==> config.mk <==
export PLATFORM = sky130hd
export DESIGN_NAME = bmu_count_sequencer
export DESIGN_NICKNAME = d
export VERILOG_FILES = /design/src/rtl/bmu_pkg.sv /design/src/rtl/nibble_scan_unit.sv /design/src/rtl/bmu_count_sequencer.sv
export SDC_FILE = /design/constraint.sdc
export NUM_CORES = 1
export LEC_CHECK = 0
export CELL_PAD_IN_SITES_DETAIL_PLACEMENT = 2
export CELL_PAD_IN_SITES_GLOBAL_PLACEMENT = 2
export CORE_MARGIN = 2
export CORE_UTILIZATION = 29
export DETAILED_ROUTE_END_ITERATION = 8
export PLACE_DENSITY = 0.92
export SYNTH_ARGS = -nofsm -noshare
export SYNTH_HDL_FRONTEND = slang
export SYNTH_SLANG_ARGS = --single-unit
==> constraint.sdc <==
create_clock -name clk_i -period 4.1 [get_ports clk_i]
set_input_delay 0.615 -clock clk_i [delete_from_list [all_inputs] [get_ports clk_i]]
set_output_delay 0.615 -clock clk_i [all_outputs]
set_load 0.02 [all_outputs]
==> src/rtl/bmu_pkg.sv <==
// Shared types and helpers for the BMU count sequencer (CLZ/CTZ/CPOP).
// bit_reverse works on the widest supported operand; callers truncate to XLEN.
package bmu_pkg;

    typedef enum logic [1:0] {
        CLZ  = 2'b00,
        CTZ  = 2'b01,
        CPOP = 2'b10,
        RSVD = 2'b11
    } count_op_t;

    typedef enum logic [1:0] {
        IDLE = 2'b00,
        SCAN = 2'b01,
        DONE = 2'b10
    } count_state_t;

    localparam int MAX_XLEN = 64;

    // Reverses the low 'width' bits of v into the low 'width' bits of the result.
    function automatic logic [MAX_XLEN-1:0] bit_reverse(input logic [MAX_XLEN-1:0] v,
                                                        input int unsigned width);
        logic [MAX_XLEN-1:0] r;
        for (int i = 0; i < MAX_XLEN; i++) begin
            r[MAX_XLEN-1-i] = v[i];
        end
        return r >> (MAX_XLEN - width);
    endfunction

endpackage

==> src/rtl/nibble_scan_unit.sv <==
// Combinational per-nibble counts: zero test, leading-zero count, population count.
module nibble_scan_unit (
    input  logic [3:0] i_nib,
    output logic       o_all_zero,
    output logic [1:0] o_lz_count,
    output logic [2:0] o_pop_count
);

    assign o_all_zero = (i_nib == 4'b0000);

    // lz_count is only consumed when the nibble is non-zero.
    always_comb begin
        if (i_nib[3])      o_lz_count = 2'd0;
        else if (i_nib[2]) o_lz_count = 2'd1;
        else if (i_nib[1]) o_lz_count = 2'd2;
        else               o_lz_count = 2'd3;
    end

    assign o_pop_count = {2'b00, i_nib[0]} + {2'b00, i_nib[1]}
                       + {2'b00, i_nib[2]} + {2'b00, i_nib[3]};

endmodule

==> src/rtl/bmu_count_sequencer.sv <==
// Nibble-serial CLZ/CTZ/CPOP sequencer with valid/ready on both sides.
// CTZ is executed as CLZ on the bit-reversed operand.
module bmu_count_sequencer
    import bmu_pkg::*;
#(
    parameter int XLEN = 32
) (
    input  logic            clk_i,
    input  logic            rst_i,
    input  logic            valid_i,
    output logic            ready_o,
    input  logic [XLEN-1:0] operand_i,
    input  logic [1:0]      operation_i,
    input  logic            kill_i,
    output logic            valid_o,
    input  logic            ready_i,
    output logic [XLEN-1:0] result_o,
    output logic            busy_o
);

    localparam int NIBBLES = XLEN / 4;
    localparam int ACC_W   = $clog2(XLEN) + 1;
    localparam int PTR_W   = $clog2(NIBBLES);
    localparam logic [PTR_W-1:0] PTR_TOP = PTR_W'(NIBBLES - 1);

    count_state_t     r_state, w_state_nxt;
    count_op_t        r_op;
    logic [XLEN-1:0]  r_operand;
    logic [ACC_W-1:0] r_acc;
    logic [PTR_W-1:0] r_ptr;
    logic             r_valid;
    logic [XLEN-1:0]  r_result;

    count_op_t        w_op_in;
    logic             w_accept;
    logic [3:0]       w_nib;
    logic             w_all_zero;
    logic [1:0]       w_lz;
    logic [2:0]       w_pop;
    logic [2:0]       w_inc;
    logic             w_last;
    logic             w_stop;

    assign w_op_in  = count_op_t'(operation_i);
    assign ready_o  = (r_state == IDLE) & ~rst_i & ~kill_i;
    assign w_accept = valid_i & ready_o;
    assign busy_o   = (r_state != IDLE);
    assign valid_o  = r_valid;
    assign result_o = r_result;

    assign w_nib = r_operand[{r_ptr, 2'b00} +: 4];

    nibble_scan_unit u_scan (
        .i_nib       (w_nib),
        .o_all_zero  (w_all_zero),
        .o_lz_count  (w_lz),
        .o_pop_count (w_pop)
    );

    // CPOP always walks every nibble; CLZ/CTZ stop at the first set nibble.
    assign w_last = (r_ptr == '0);
    assign w_inc  = (r_op == CPOP) ? w_pop : (w_all_zero ? 3'd4 : {1'b0, w_lz});
    assign w_stop = ((r_op == CPOP) || w_all_zero) ? w_last : 1'b1;

    always_comb begin
        w_state_nxt = r_state;
        case (r_state)
            IDLE:    if (w_accept) w_state_nxt = (w_op_in == RSVD) ? DONE : SCAN;
            SCAN:    if (w_stop) w_state_nxt = DONE;
            DONE:    if (r_valid && ready_i) w_state_nxt = IDLE;
            default: w_state_nxt = IDLE;
        endcase
        if (kill_i) w_state_nxt = IDLE;
    end

    always_ff @(posedge clk_i) begin
        if (rst_i) begin
            r_state   <= IDLE;
            r_op      <= CLZ;
            r_operand <= '0;
            r_acc     <= '0;
            r_ptr     <= PTR_TOP;
            r_valid   <= 1'b0;
            r_result  <= '0;
        end else begin
            r_state <= w_state_nxt;
            if (kill_i) begin
                r_valid <= 1'b0;
            end else begin
                case (r_state)
                    IDLE: begin
                        if (w_accept) begin
                            r_operand <= (w_op_in == CTZ)
                                       ? XLEN'(bit_reverse(MAX_XLEN'(operand_i), XLEN))
                                       : operand_i;
                            r_op      <= w_op_in;
                            r_acc     <= '0;
                            r_ptr     <= PTR_TOP;
                        end
                    end
                    SCAN: begin
                        r_acc <= r_acc + ACC_W'(w_inc);
                        if (!w_stop) r_ptr <= r_ptr - 1'b1;
                    end
                    DONE: begin
                        // valid/result register one cycle after entering DONE and hold until taken.
                        if (r_valid && ready_i) begin
                            r_valid <= 1'b0;
                        end else begin
                            r_valid  <= 1'b1;
                            r_result <= XLEN'(r_acc);
                        end
                    end
                    default: ;
                endcase
            end
        end
    end

endmodule

* Word-level counts from Yosys, hierarchy flattened
Cells that the tools add are included.
Operators by class: $add $sub $neg 5, eq/ne operators 9, shift operators 1, mux-type cells 18, bitwise operators 6, reductions and logical operators 13
Operator list (number):
- $mux 32 | 1
- $shiftx 32x6->4 | 1
- $mux 2 | 6
- $mux 3 | 4
- $pmux 6 s2 | 1
- $reduce_and 3->1 | 4
- $ne 2x2->1 const B | 4
- $add 3x1->3 | 2
- $add 6x3->6 | 1
- $eq 2x2->1 const B | 3
- $mux 6 | 1
- $pmux 2 s3 | 1
- $pmux 3 s2 | 1
- $eq 2x1->1 const B | 2
- $logic_not 4->1 | 1
- $reduce_and 4->1 | 1
- $reduce_bool 2->1 | 2
- $and 1x1->1 | 3
- $logic_not 3->1 | 1
- $mux 1 | 3
- $not 1->1 | 3
- $sub 3x1->3 const B | 1
- $add 1x1->2 | 1
- $logic_not 2->1 | 1
- other kinds (3) | 3
Storage, ports and cells: register bits 52, bits of input ports 39, output and inout bits 35, word-level logic and storage cells 59

* Logic depth before layout (Yosys ltp)
depth after elaboration 8, gate-level depth with buffers 16, gate-level depth less buffers 15

* By module
From an unflattened synthesis, not the netlist that was laid out.
Second synthesis, totals: cell total of the unflattened synthesis 363, area, all modules 3093.0 um2
By module, submodules not included:
- bmu_count_sequencer | instances 1, cells an instance 351, area an instance 2996.6 um2
- nibble_scan_unit | instances 1, cells an instance 12, area an instance 96.3 um2

* Worst setup path after synthesis
No wires, ideal clock.
kind reg-to-reg, start point register r_ptr[0], end point register r_acc[4], library setup time 0.132 ns, arrival 3.279 ns, data required time 3.968 ns, setup slack 0.690 ns, stages on the path, launching flop included 16, period minus slack after synthesis 3.410 ns, cells stage by stage dfxtp_1 -> buf_6 -> mux4_1 -> mux2_2 -> inv_1 -> ha_1 -> fa_1 -> ha_1 -> a22o_1 -> inv_1 -> fa_1 -> nor2b_1 -> o21ai_0 -> nor2_1 -> xnor2_1 -> nor3_1
On the way: longest elaborated chain between the ends 8, elaborated cells on any way between the ends 12, classes of those cells 4 x add/sub; 1 x shift; 6 x mux; 1 x reduce/logical
Ends and longest elaborated chain:
- start: declaration | RTL line bmu_count_sequencer.sv:30 | logic [PTR_W-1:0] r_ptr;
- start signal: assignment | RTL line bmu_count_sequencer.sv:103 | if (!w_stop) r_ptr <= r_ptr - 1'b1;
- $shiftx 32x6->4 (*) | RTL line bmu_count_sequencer.sv:51 | assign w_nib = r_operand[{r_ptr, 2'b00} +: 4];
- branches (longest 4 deep; another with $add 3x1->3)
- $mux 3 (*) | RTL line bmu_count_sequencer.sv:62 | assign w_inc = (r_op == CPOP) ? w_pop : (w_all_zero ? 3'd4 : {1'b0, w_lz});
- $add 6x3->6 (*) | RTL line bmu_count_sequencer.sv:102 | r_acc <= r_acc + ACC_W'(w_inc);
- $pmux 6 s2 (*) | RTL line bmu_count_sequencer.sv:90 | case (r_state)
- end signal: assignment | RTL line bmu_count_sequencer.sv:102
- end: declaration | RTL line bmu_count_sequencer.sv:29 | logic [ACC_W-1:0] r_acc;
Every way passes the cells marked *. A chain may end at the register's enable or synchronous reset.

* Worst setup path in the final report
Same ends and word-level chain as after synthesis.

==> impl_metrics.tcl <==
set metrics [dict create \
    slowest_stage "mux4_1" \
    worst_path_largest_cell_delay_ns 0.57 \
    die_w_um 106 \
    dr.pass1.iters 4 \
    cp_top_family "adder cells" \
    port_buffers 47 \
    wl_per_cell_um 16.8 \
    end_kind "flop" \
    drtIter0Drc 70 \
    status "completed" \
    fillers 1164 \
    power_mw 1.09 \
    postCtsHoldBufs 0 \
    hold_path_class "flop to flop" \
    clock_sinks 52 \
    cts_tree "built" \
    fp.coreArea_sq_um 10200 \
    syn_area_sq_um 3030 \
    period_share_pct 94.8 \
    grt_max_degree 57 \
    num_io_pins 74 \
    crit_fanout 6 \
    crit_arrival_ns 4.05 \
    maxCapViolations 0 \
    crit_required_ns 4.26 \
    grt_pass1_wl_um 14500 \
    fin_setup_tns_ns 0 \
    initial_core_util_pct 29.6 \
    final-setup-viol-count 0 \
    synth_seq_area_share_pct 34.4 \
    dieArea_sq_um 11300 \
    yosys_warnings 0 \
    antenna_found_initial 0 \
    tightestPinTransition_ns 1.06 \
    fin_crit_ns 3.89 \
    wl_um 8940 \
    grt_pass1_vias 2843 \
    vias 2652 \
    clk_path_buf_depth 2 \
    grt_util_all_layers_pct 16.1 \
    numCtsBuffers 5 \
    drv_slew 0 \
    drive_gt1_share_pct 7.56 \
    slew_headroom_pct 29.6 \
    fmax_ghz 0.257 \
    fp.dieH_um 106 \
    drc 0 \
    final_common_cell "nand2_1" \
    hpwl_um 6510 \
    critPathKind "flop to flop" \
    rsz0062_at_grt "no" \
    yosysUniqueCellTypes 41 \
    diodes 0 \
    synth_edf_count 0 \
    path_buf_inv 2 \
    vias_per_cell 4.98 \
    synth_cells 364 \
    p_leak_nw 1.38 \
    path_cells "buf_4, mux4_1, mux2i_2, ha_1, fa_1, ha_1, a22o_1, inv_1, fa_1, nor2b_1, o21ai_0, nor2_1, xnor2_1, nor3_1" \
    finalNetCount 445 \
    h-tree-depth 2 \
    peakVddDrop_mv 0.134 \
    synth-seq-cells 52 \
    hold_viol 0 \
    clk_latency_ns 0.32 \
    avgSynthCellArea_sq_um 8.32 \
    clk_pin_slew_ns 0.11 \
    row_count 37 \
    power.density_nw_per_um2 304 \
    overflow 0 \
    final_cell_mix "nand2_1 (77), nor2_1 (55), dfxtp_1 (51)" \
    cts_root_buf "clkbuf_8" \
    cp-start-kind "flop" \
    place_congestion 0.761 \
    ant_nets 0 \
    fin_skew_ns 0.0252 \
    async_flop_share_pct 0 \
    area_growth_pct 18.4 \
    synth_top_flop_cell "dfxtp_1" \
]
cell type report:
cell class / count / area [sq um] / area share [%]
Clock inverter: 3 / 25.0 / 0.698
Timing Repair Buffer: 53 / 510 / 14.2
Inverter: 8 / 30.0 / 0.837
Multi-Input combinational cell: 276 / 1740 / 48.5
Tap cell: 136 / 170 / 4.74
Clock buffer: 5 / 68.8 / 1.92
Sequential cell: 52 / 1040 / 29.1
kinds of logic after synthesis:
logic type               after synthesis  share of synthesized area (%)
AND/OR/NAND/NOR                      159                           22.4
buffers and inverters                 61                           11.5
multiplexers                          21                           11.1
adder cells (fa/ha/maj)               10                           4.63
other                                  1                          0.124
flip-flops                            52                           34.4
XOR/XNOR                               3                          0.868
AO/OA/AOI/OAI                         57                           15.0
tightest hold or removal path: stages (launching register included):
cell	delay, ns
dfxtp_1	0.33
nand2_1	0.06
a21oi_1	0.06
timing repair:
action	4_1_cts	5_1_grt
buffers inserted	0	0
gates resized for setup	0	2
setup endpoints to repair	0	3
sequential cells by signal (all words and copies together) (netlist names):
register / count
r_operand: 32
valid_o: 1
r_acc: 6
r_ptr: 3
r_state: 2
result_o: 6
r_op: 2
synthesized netlist by cell type (2+ instances only):
cell,count,share of area (%)
a21oi_1,9,1.5
nand2_1,77,9.5
nor2_1,55,6.8
mux4_1,4,3.5
nand2b_1,3,0.62
mux4_2,4,3.0
buf_4,26,6.4
o31ai_1,2,0.50
a311oi_1,32,9.3
mux2i_1,10,3.3
nor3_1,9,1.5
o2111ai_1,2,0.58
xnor2_1,3,0.87
mux2_4,2,0.99
ha_1,8,3.3
clkbuf_1,18,2.2
fa_1,2,1.3
a31oi_1,2,0.41
o21ai_0,3,0.50
nor2b_1,7,1.4
inv_1,8,0.99
nor3b_1,2,0.50
dfxtp_1,52,34
buf_2,7,1.2
worst paths after layout:
check | start | to | slack [ns] | depth (start not counted)
max reg2reg | r_ptr[0]$_SDFFE_PP1P_ | r_acc[4]$_SDFFE_PP0P_ | 0.21 | 14
min | r_op[1]$_SDFFE_PP0P_ | r_op[1]$_SDFFE_PP0P_ | 0.48 | 2
max | r_ptr[0]$_SDFFE_PP1P_ | r_acc[4]$_SDFFE_PP0P_ | 0.21 | 14
min reg2reg | r_op[1]$_SDFFE_PP0P_ | r_op[1]$_SDFFE_PP0P_ | 0.48 | 2
metrics by stage:
| stage | cells | setup WS [ns] | hold WS [ns] | instance area (sq um) | utilization, % |
|---|---|---|---|---|---|
| 2_1_floorplan | 389 | 0.690 | 0.432 | 3120 | - |
| 3_5_place_dp | 525 | 0.216 | 0.468 | 3490 | 34.1 |
| 6_report | 533 | 0.213 | 0.485 | 3590 | 35.1 |
| 4_1_cts | 533 | 0.0417 | 0.485 | 3580 | 35.0 |
| 5_1_grt | 533 | 0.0337 | 0.523 | 3590 | 35.1 |
| 3_3_place_gp | 525 | 0.454 | 0.440 | 3490 | 34.1 |
report_power, final:
group / internal (mW) / leakage [nW] / switching [mW]
combinational: 0.0955 / 0.917 / 0.133
sequential: 0.526 / 0.422 / 0.0168
clock: 0.125 / 0.0452 / 0.194
metal layers:
metal | track usage (%) | part of all wire (%) | vias up | routed length (um)
met5 | 0 | 0 | - | 0
met4 | 3.29 | 0.87 | 0 | 78
met3 | 2.27 | 2.5 | 9 | 220
met2 | 30.9 | 54 | 43 | 4850
met1 | 18.8 | 42 | 1325 | 3800
li1 | - | - | 1275 | -
(Power assumes the default switching activity.)
